==> src/rtl/ram_bist_pkg.sv <==
// ram_bist_pkg: shared state encoding, default widths and the test-pattern function
// for the RAM BIST sequencer.
`default_nettype none

package ram_bist_pkg;

    localparam int DEF_DATA_WIDTH = 8;
    localparam int DEF_ADDR_WIDTH = 3;

    typedef enum logic [1:0] {
        ST_IDLE  = 2'd0,
        ST_WRITE = 2'd1,
        ST_READ  = 2'd2,
        ST_DONE  = 2'd3
    } bist_state_t;

    // Wide on purpose: callers truncate to their own data width, which gives the
    // mod 2^DATA_WIDTH wrap for free.
    function automatic logic [63:0] pattern_exp(input logic [63:0] seed_v,
                                                input logic [63:0] addr_v);
        return seed_v + addr_v;
    endfunction

endpackage

`default_nettype wire

==> src/rtl/ram_bist_ctrl.sv <==
// ram_bist_ctrl: writes a seed+address pattern to every RAM word, reads it back
// over the async read path and reports pass, mismatch count and first failing address.
`default_nettype none

module ram_bist_ctrl
    import ram_bist_pkg::*;
#(
    parameter int DATA_WIDTH = DEF_DATA_WIDTH,
    parameter int ADDR_WIDTH = DEF_ADDR_WIDTH,
    parameter int DEPTH      = 1 << ADDR_WIDTH
) (
    input  logic                  clk,
    input  logic                  rst_n,
    input  logic                  start,
    input  logic [DATA_WIDTH-1:0] seed,
    output logic [ADDR_WIDTH-1:0] ram_addr,
    output logic                  ram_we,
    output logic [DATA_WIDTH-1:0] ram_din,
    input  logic [DATA_WIDTH-1:0] ram_dout,
    output logic                  busy,
    output logic                  done,
    output logic                  pass,
    output logic [ADDR_WIDTH:0]   err_cnt,
    output logic [ADDR_WIDTH-1:0] fail_addr
);

    localparam logic [ADDR_WIDTH-1:0] LAST_ADDR = ADDR_WIDTH'(DEPTH - 1);
    localparam logic [ADDR_WIDTH:0]   ERR_MAX   = (ADDR_WIDTH + 1)'(DEPTH);

    bist_state_t           state;
    bist_state_t           state_nx;
    logic [ADDR_WIDTH-1:0] cnt;
    logic [DATA_WIDTH-1:0] seed_q;
    logic [DATA_WIDTH-1:0] exp_val;
    logic                  last;
    logic                  mismatch;
    logic [ADDR_WIDTH:0]   err_nx;

    always_ff @(posedge clk or negedge rst_n) begin
        if (!rst_n) begin
            state <= ST_IDLE;
        end else begin
            state <= state_nx;
        end
    end

    // RAM controls are decoded from registered state only, so an async reset
    // forces them to zero immediately.
    always_comb begin
        state_nx = state;
        ram_we   = 1'b0;
        ram_addr = '0;
        ram_din  = '0;
        busy     = 1'b0;
        done     = 1'b0;
        mismatch = 1'b0;
        exp_val  = DATA_WIDTH'(pattern_exp(64'(seed_q), 64'(cnt)));
        last     = (cnt == LAST_ADDR);
        case (state)
            ST_IDLE: begin
                if (start) begin
                    state_nx = ST_WRITE;
                end
            end
            ST_WRITE: begin
                busy     = 1'b1;
                ram_we   = 1'b1;
                ram_addr = cnt;
                ram_din  = exp_val;
                if (last) begin
                    state_nx = ST_READ;
                end
            end
            ST_READ: begin
                busy     = 1'b1;
                ram_addr = cnt;
                mismatch = (ram_dout != exp_val);
                if (last) begin
                    state_nx = ST_DONE;
                end
            end
            default: begin
                done     = 1'b1;
                state_nx = ST_IDLE;
            end
        endcase

        err_nx = err_cnt;
        if (mismatch && (err_cnt != ERR_MAX)) begin
            err_nx = err_cnt + 1'b1;
        end
    end

    always_ff @(posedge clk or negedge rst_n) begin
        if (!rst_n) begin
            cnt       <= '0;
            seed_q    <= '0;
            err_cnt   <= '0;
            fail_addr <= '0;
            pass      <= 1'b0;
        end else begin
            case (state)
                ST_IDLE: begin
                    if (start) begin
                        seed_q    <= seed;
                        cnt       <= '0;
                        err_cnt   <= '0;
                        fail_addr <= '0;
                        pass      <= 1'b0;
                    end
                end
                ST_WRITE: begin
                    cnt <= last ? '0 : cnt + 1'b1;
                end
                ST_READ: begin
                    cnt     <= last ? '0 : cnt + 1'b1;
                    err_cnt <= err_nx;
                    if (mismatch && (err_cnt == '0)) begin
                        fail_addr <= cnt;
                    end
                    // Uses err_nx so the final location's compare is in the verdict.
                    if (last) begin
                        pass <= (err_nx == '0);
                    end
                end
                default: ;
            endcase
        end
    end

endmodule

`default_nettype wire

==> config.mk <==
export PLATFORM = sky130hd
export DESIGN_NAME = ram_bist_ctrl
export DESIGN_NICKNAME = d
export VERILOG_FILES = /design/src/rtl/ram_bist_pkg.sv /design/src/rtl/ram_bist_ctrl.sv
export SDC_FILE = /design/constraint.sdc
export NUM_CORES = 1
export LEC_CHECK = 0
export ABC_AREA = 1
export CAP_MARGIN = 20
export CORE_MARGIN = 1.5
export CORE_UTILIZATION = 35
export DETAILED_ROUTE_END_ITERATION = 10
export SLEW_MARGIN = 15
export SYNTH_ARGS = -nofsm -noshare
export SYNTH_HDL_FRONTEND = slang
export SYNTH_SLANG_ARGS = --single-unit
==> constraint.sdc <==
create_clock -name clk -period 2.91 [get_ports clk]
set_input_delay 0.582 -clock clk [delete_from_list [all_inputs] [get_ports clk]]
set_output_delay 0.582 -clock clk [all_outputs]
set_load 0.005 [all_outputs]
**Word-level counts from Yosys, hierarchy flattened**

Cells that the tools add are included.

- Bits of input ports: 19
- Output and inout port bits: 22
- Bits in read-only memories: 0
- Register bits after elaboration: 21
- Logic and storage cells: 54
- RAM bits: 0
- Memories kept: 0
- Latch bits: 0

- Multiplexer cells: 21
- Order comparisons: 0
- Bitwise operators: 0
- Shift operators: 0
- Divide/modulo/power cells: 0
- Eq/ne operators: 9
- $mul: 0
- Add/subtract/negate cells: 3
- Reduce and logical (&&, ||, !) cells: 15

Operator list:

| operator | number |
|---|---|
| two-way mux 3 bit | 4 |
| case mux 3 bit (2 select lines) | 2 |
| AND reduction 3 bit | 3 |
| adder 8 x 3 -> 8 bit | 1 |
| zero test 4 bit | 2 |
| two-way mux 4 bit | 2 |
| two-way mux 8 bit | 1 |
| inequality test 2 bit (second input constant) | 4 |
| inequality test 8 bit | 1 |
| case mux 4 bit (2 select lines) | 1 |
| two-way mux 1 bit | 6 |
| two-way mux 2 bit | 3 |
| case mux 2 bit (3 select lines) | 1 |
| AND reduction 2 bit | 3 |
| adder 4 x 1 -> 4 bit (second input constant) | 1 |
| inequality test 4 bit (second input constant) | 1 |
| nonzero test 2 bit | 2 |
| adder 3 x 1 -> 3 bit (second input constant) | 1 |
| equality test 3 bit (second input constant) | 1 |
| OR reduction 3 bit | 1 |
| equality test 2 x 1 -> 1 bit (second input constant) | 1 |
| equality test 2 bit (second input constant) | 1 |
| logical AND 1 bit | 2 |
| zero test 2 bit | 1 |
| other kinds (2) | 2 |

**Depth between registers and ports, before layout**

- Depth in word-level cells: 8
- Gate-level depth with buffers: 19
- Depth with buffers taken out: 19

**Worst setup path before layout**

OpenSTA, ideal clock, no wires.

- Kind: register to register
- From: reg cnt[0]
- To: reg pass
- Path buffers: 0
- Clock period less this slack: 2.225 ns
- Setup time: 0.117 ns
- Data required time: 2.793 ns
- Cell stages (with the launch flop): 20
- Path slack: 0.685 ns
- Data arrival time: 2.107 ns
- Cell sequence: dfrtp_1 > ha_1 > inv_1 > fa_1 > inv_1 > nand2_1 > nand2_1 > nand3_1 > nand2_1 > nand2_1 > nand2_1 > nand2_2 > nor2_4 > nand2_4 > nand3_4 > nand2_2 > o21ai_2 > inv_2 > nand3_1 > nand2_1

- Longest elaborated chain between the ends: 8
- Elaborated cells between the ends (all ways): 11
- Classes of those cells: add/sub: 1; eq/ne: 3; mux: 4; reduce/logical: 3

Ends and longest elaborated chain:

| element | line | RTL |
|---|---|---|
| from (decl) | ram_bist_ctrl.sv:32 | `logic [ADDR_WIDTH-1:0] cnt;` |
| from (signal assigned) | ram_bist_ctrl.sv:113 | `cnt <= last ? '0 : cnt + 1'b1;` |
| from (signal assigned) | ram_bist_ctrl.sv:116 | `cnt <= last ? '0 : cnt + 1'b1;` |
| adder 8 x 3 -> 8 bit | ram_bist_pkg.sv:21 | `return seed_v + addr_v;` |
| inequality test 8 bit | ram_bist_ctrl.sv:77 | `mismatch = (ram_dout != exp_val);` |
| two-way mux 1 bit | ram_bist_ctrl.sv:59 | `case (state)` |
| logical AND 1 bit | ram_bist_ctrl.sv:89 | `if (mismatch && (err_cnt != ERR_MAX)) begin` |
| two-way mux 4 bit | ram_bist_ctrl.sv:89 |  |
| zero test 4 bit | ram_bist_ctrl.sv:123 | `pass <= (err_nx == '0);` |
| two-way mux 1 bit | ram_bist_ctrl.sv:122 | `if (last) begin` |
| case mux 1 bit (2 select lines) | ram_bist_ctrl.sv:102 | `case (state)` |
| to (signal assigned) | ram_bist_ctrl.sv:123 |  |
| to (decl) | ram_bist_ctrl.sv:22 | `output logic pass,` |

Parallel ways exist; a longest one is shown, timed or not. The select of a mux whose other input is x is not followed.
A chain may end at the register's enable or synchronous reset.

**Final worst setup path**

- From: reg cnt[1]
- To: out ram_din[7]

- Longest elaborated chain between the ends: 2

Ends and longest elaborated chain:

| element | line | RTL |
|---|---|---|
| adder 8 x 3 -> 8 bit | ram_bist_pkg.sv:21 |  |
| two-way mux 8 bit | ram_bist_ctrl.sv:59 |  |
| to (decl) | ram_bist_ctrl.sv:18 | `output logic [DATA_WIDTH-1:0] ram_din,` |

No other way between the ends.

==> flow_metrics.env <==
export IMPL_status="completed"
export IMPL_period_needed_ps=2760
export IMPL_worstSetupPathType="reg2out"
export IMPL_drive_above_1_share=0.161
export IMPL_synth_top_area_cell="dfrtp_1"
export IMPL_finalHoldViolCount=0
export IMPL_portBuffers=40
export IMPL_wl_mm=3.93
export IMPL_place_hpwl_mm=3.00
export IMPL_synth_seq_cells=21
export IMPL_synthDistinctLibCells=28
export IMPL_cts_root_buf="clkbuf_8"
export IMPL_cp_top_family="buffers and inverters"
export IMPL_maxSlewViolCount=0
export IMPL_grt_overflow=0
export IMPL_clk_pin_slew_worst_paths_ps=90
export IMPL_max_stage_delay_ps=510
export IMPL_antennaDiodeCount=0
export IMPL_holdWs_ps=496
export IMPL_dpl_cell_count=312
export IMPL_netlist_area_um2=1620
export IMPL_leakagePower_nw=1.08
export IMPL_synth_avg_cell_area_um2=7.42
export IMPL_core_area_um2=4410
export IMPL_insertion_delay_ps=270
export IMPL_ioPinCount=41
export IMPL_syn_num_nets=249
export IMPL_die_h_um=71.0
export IMPL_maxSlewHeadroom=0.624
export IMPL_setup_viol=0
export IMPL_mostFrequentLayoutCell="nand2_1"
export IMPL_fill_cells=462
export IMPL_critPathMaxFanout=4
export IMPL_seqCellArea_um2=526
export IMPL_fin_area_um2=2210
export IMPL_ir_drop_v=0.000559
export IMPL_cts_tree="done"
export IMPL_hp_class="reg2reg"
export IMPL_rsz0062_at_grt="no"
export IMPL_h_tree_depth=1
export IMPL_worstMarginPinSlew_ps=559
export IMPL_area_delta_synth_final_pct=36.4
export IMPL_cpMostUsedCell="nand3_1"
export IMPL_max_cap_violations=0
export IMPL_antenna_found_initial=0
export IMPL_ys_top_cells_by_area="dfrtp_1 (32%), nand2_1 (12%), ha_1 (8.5%), nand3_1 (7.7%), inv_1 (6.5%)"
export IMPL_wire_per_inst_um=12.3
export IMPL_instances_no_fill=319
export IMPL_start_util=0.366
export IMPL_cp_cell_sequence="buf_4 -> ha_1 -> nand3_1 -> nand3_1 -> nand3_1 -> a21oi_1 -> clkdlybuf4s50_1"
export IMPL_grt_pass1_vias=1485
export IMPL_std_cell_rows=24
export IMPL_period_share=0.947
export IMPL_layout_common_cells="nand2_1 (48), clkdlybuf4s50_1 (38), inv_1 (28)"
export IMPL_num_vias=1516
export IMPL_fin_worst_skew_ps=9.27
export IMPL_yosysSeqAreaShare=0.325
export IMPL_grt_max_degree=22
export IMPL_via_per_inst=4.75
export IMPL_multiInputGateArea_um2=997
export IMPL_drt_iter0_drc=36
export IMPL_dieWidth_um=71.0
export IMPL_globalRouteTotalUtil=0.163
export IMPL_synthCells=218
export IMPL_worstPathRequired_ps=2330
export IMPL_setup_tns_final_ps=0
export IMPL_cp_slowest_cell="clkdlybuf4s50_1"
export IMPL_grt_pass1_wl_mm=6.56
export IMPL_worst_path_buf_inv=2
export IMPL_ant_nets=0
export IMPL_placedInstanceArea_um2=2100
export IMPL_drc=0
export IMPL_power_density_nw_per_um2=1050
export IMPL_fmax_mhz=363
export IMPL_cts_buffers=3
export IMPL_synth_top_area_share=0.325
export IMPL_holdBufCountCts=0
export IMPL_die_area_um2=5040
export IMPL_cts_sinks=21
export IMPL_drt_first_pass_iters=4
export IMPL_nets=299
export IMPL_cp_end_kind="output port"
export IMPL_gp_congestion=0.799
export IMPL_ys_warn_count=0
export IMPL_cp_start_kind="flop"
export IMPL_p_total_mw=2.32
export IMPL_cts_buffer_depth=2
export IMPL_cp_arrival_ps=2170
## sequential cells by signal, indices dropped and copies added (netlist names)
name       flops
seed_q         8
err_cnt        4
cnt            3
fail_addr      3
state          2
pass           1
## logic make-up (layout without fill, tap and decap cells)
logic type | Yosys count | after routing | synth area share
buffers and inverters | 32 | 81 | 0.0766
flip-flops | 21 | 21 | 0.325
XOR/XNOR | 4 | 4 | 0.0217
AND/OR/NAND/NOR | 117 | 117 | 0.360
AO/OA/AOI/OAI | 29 | 29 | 0.0982
adder cells (fa/ha/maj) | 12 | 12 | 0.0974
multiplexers | 3 | 3 | 0.0209
## metrics by stage
| step | setup WS (ps) | util |
|---|---|---|
| after floorplan | 685 | - |
| after global placement | 310 | 0.476 |
| final | 153 | 0.500 |
| after CTS | 0.175 | 0.490 |
| after global routing | 18.9 | 0.500 |
| after detailed placement | 280 | 0.476 |
## Yosys cell counts (all sizes together)
library cell / count
ha: 11
mux2: 3
xnor2: 1
xor2: 3
o22ai: 1
o21a: 1
a21oi: 12
o21ai: 14
nand3b: 4
clkbuf: 1
fa: 1
inv: 30
dfrtp: 21
nand4: 4
buf: 1
nand3: 27
nor2: 20
o31ai: 1
nand2: 62
## metal layers
metal	vias to the layer above	wire [µm]	global-route usage	part of all wire
met5	-	0	0	0
met4	0	29	0.0377	0.0074
met3	2	169	0.0356	0.043
met2	28	1810	0.272	0.46
met1	685	1920	0.217	0.49
li1	801	-	-	-
## what timing repair did
action,in CTS,in global routing
buffers inserted,1,2
setup endpoints to repair,1,5
gates cloned,0,0
gates resized for setup,1,8
pin swaps,0,1
## final cells by class
class / count / share of cell area
Clock buffer: 3 / 0.0187
Clock inverter: 1 / 0.00340
Inverter: 30 / 0.0510
Multi-Input combinational cell: 165 / 0.452
Sequential cell: 21 / 0.238
Tap cell: 52 / 0.0295
Timing Repair Buffer: 47 / 0.207
## worst paths after layout
check,startpoint,to,slack (ps),depth (start not counted)
hold / removal,pass,pass,500,2
hold reg to reg,pass,pass,500,2
max in group asynchronous,rst_n,seed_q[6],2020,2
setup / recovery,cnt[1],ram_din[7],150,7
min in group asynchronous,rst_n,err_cnt[2],650,2
setup reg to reg,cnt[0],pass,440,21
## power breakdown
group / internal [mW] / switching, mW / leakage [nW]
Combinational: 0.736 / 0.843 / 0.802
Sequential: 0.412 / 0.120 / 0.261
Clock: 0.0970 / 0.110 / 0.0217
## worst reg2reg max path, delay by kind of cell, from the launching register on
kind | cells | cell delay [ps]
fa+ha+maj | 2 | 580
flops | 1 | 360
simple gates | 13 | 960
compound gates | 1 | 90
buf+inv | 5 | 390
Note: power is estimated with default switching activity, not from simulation.
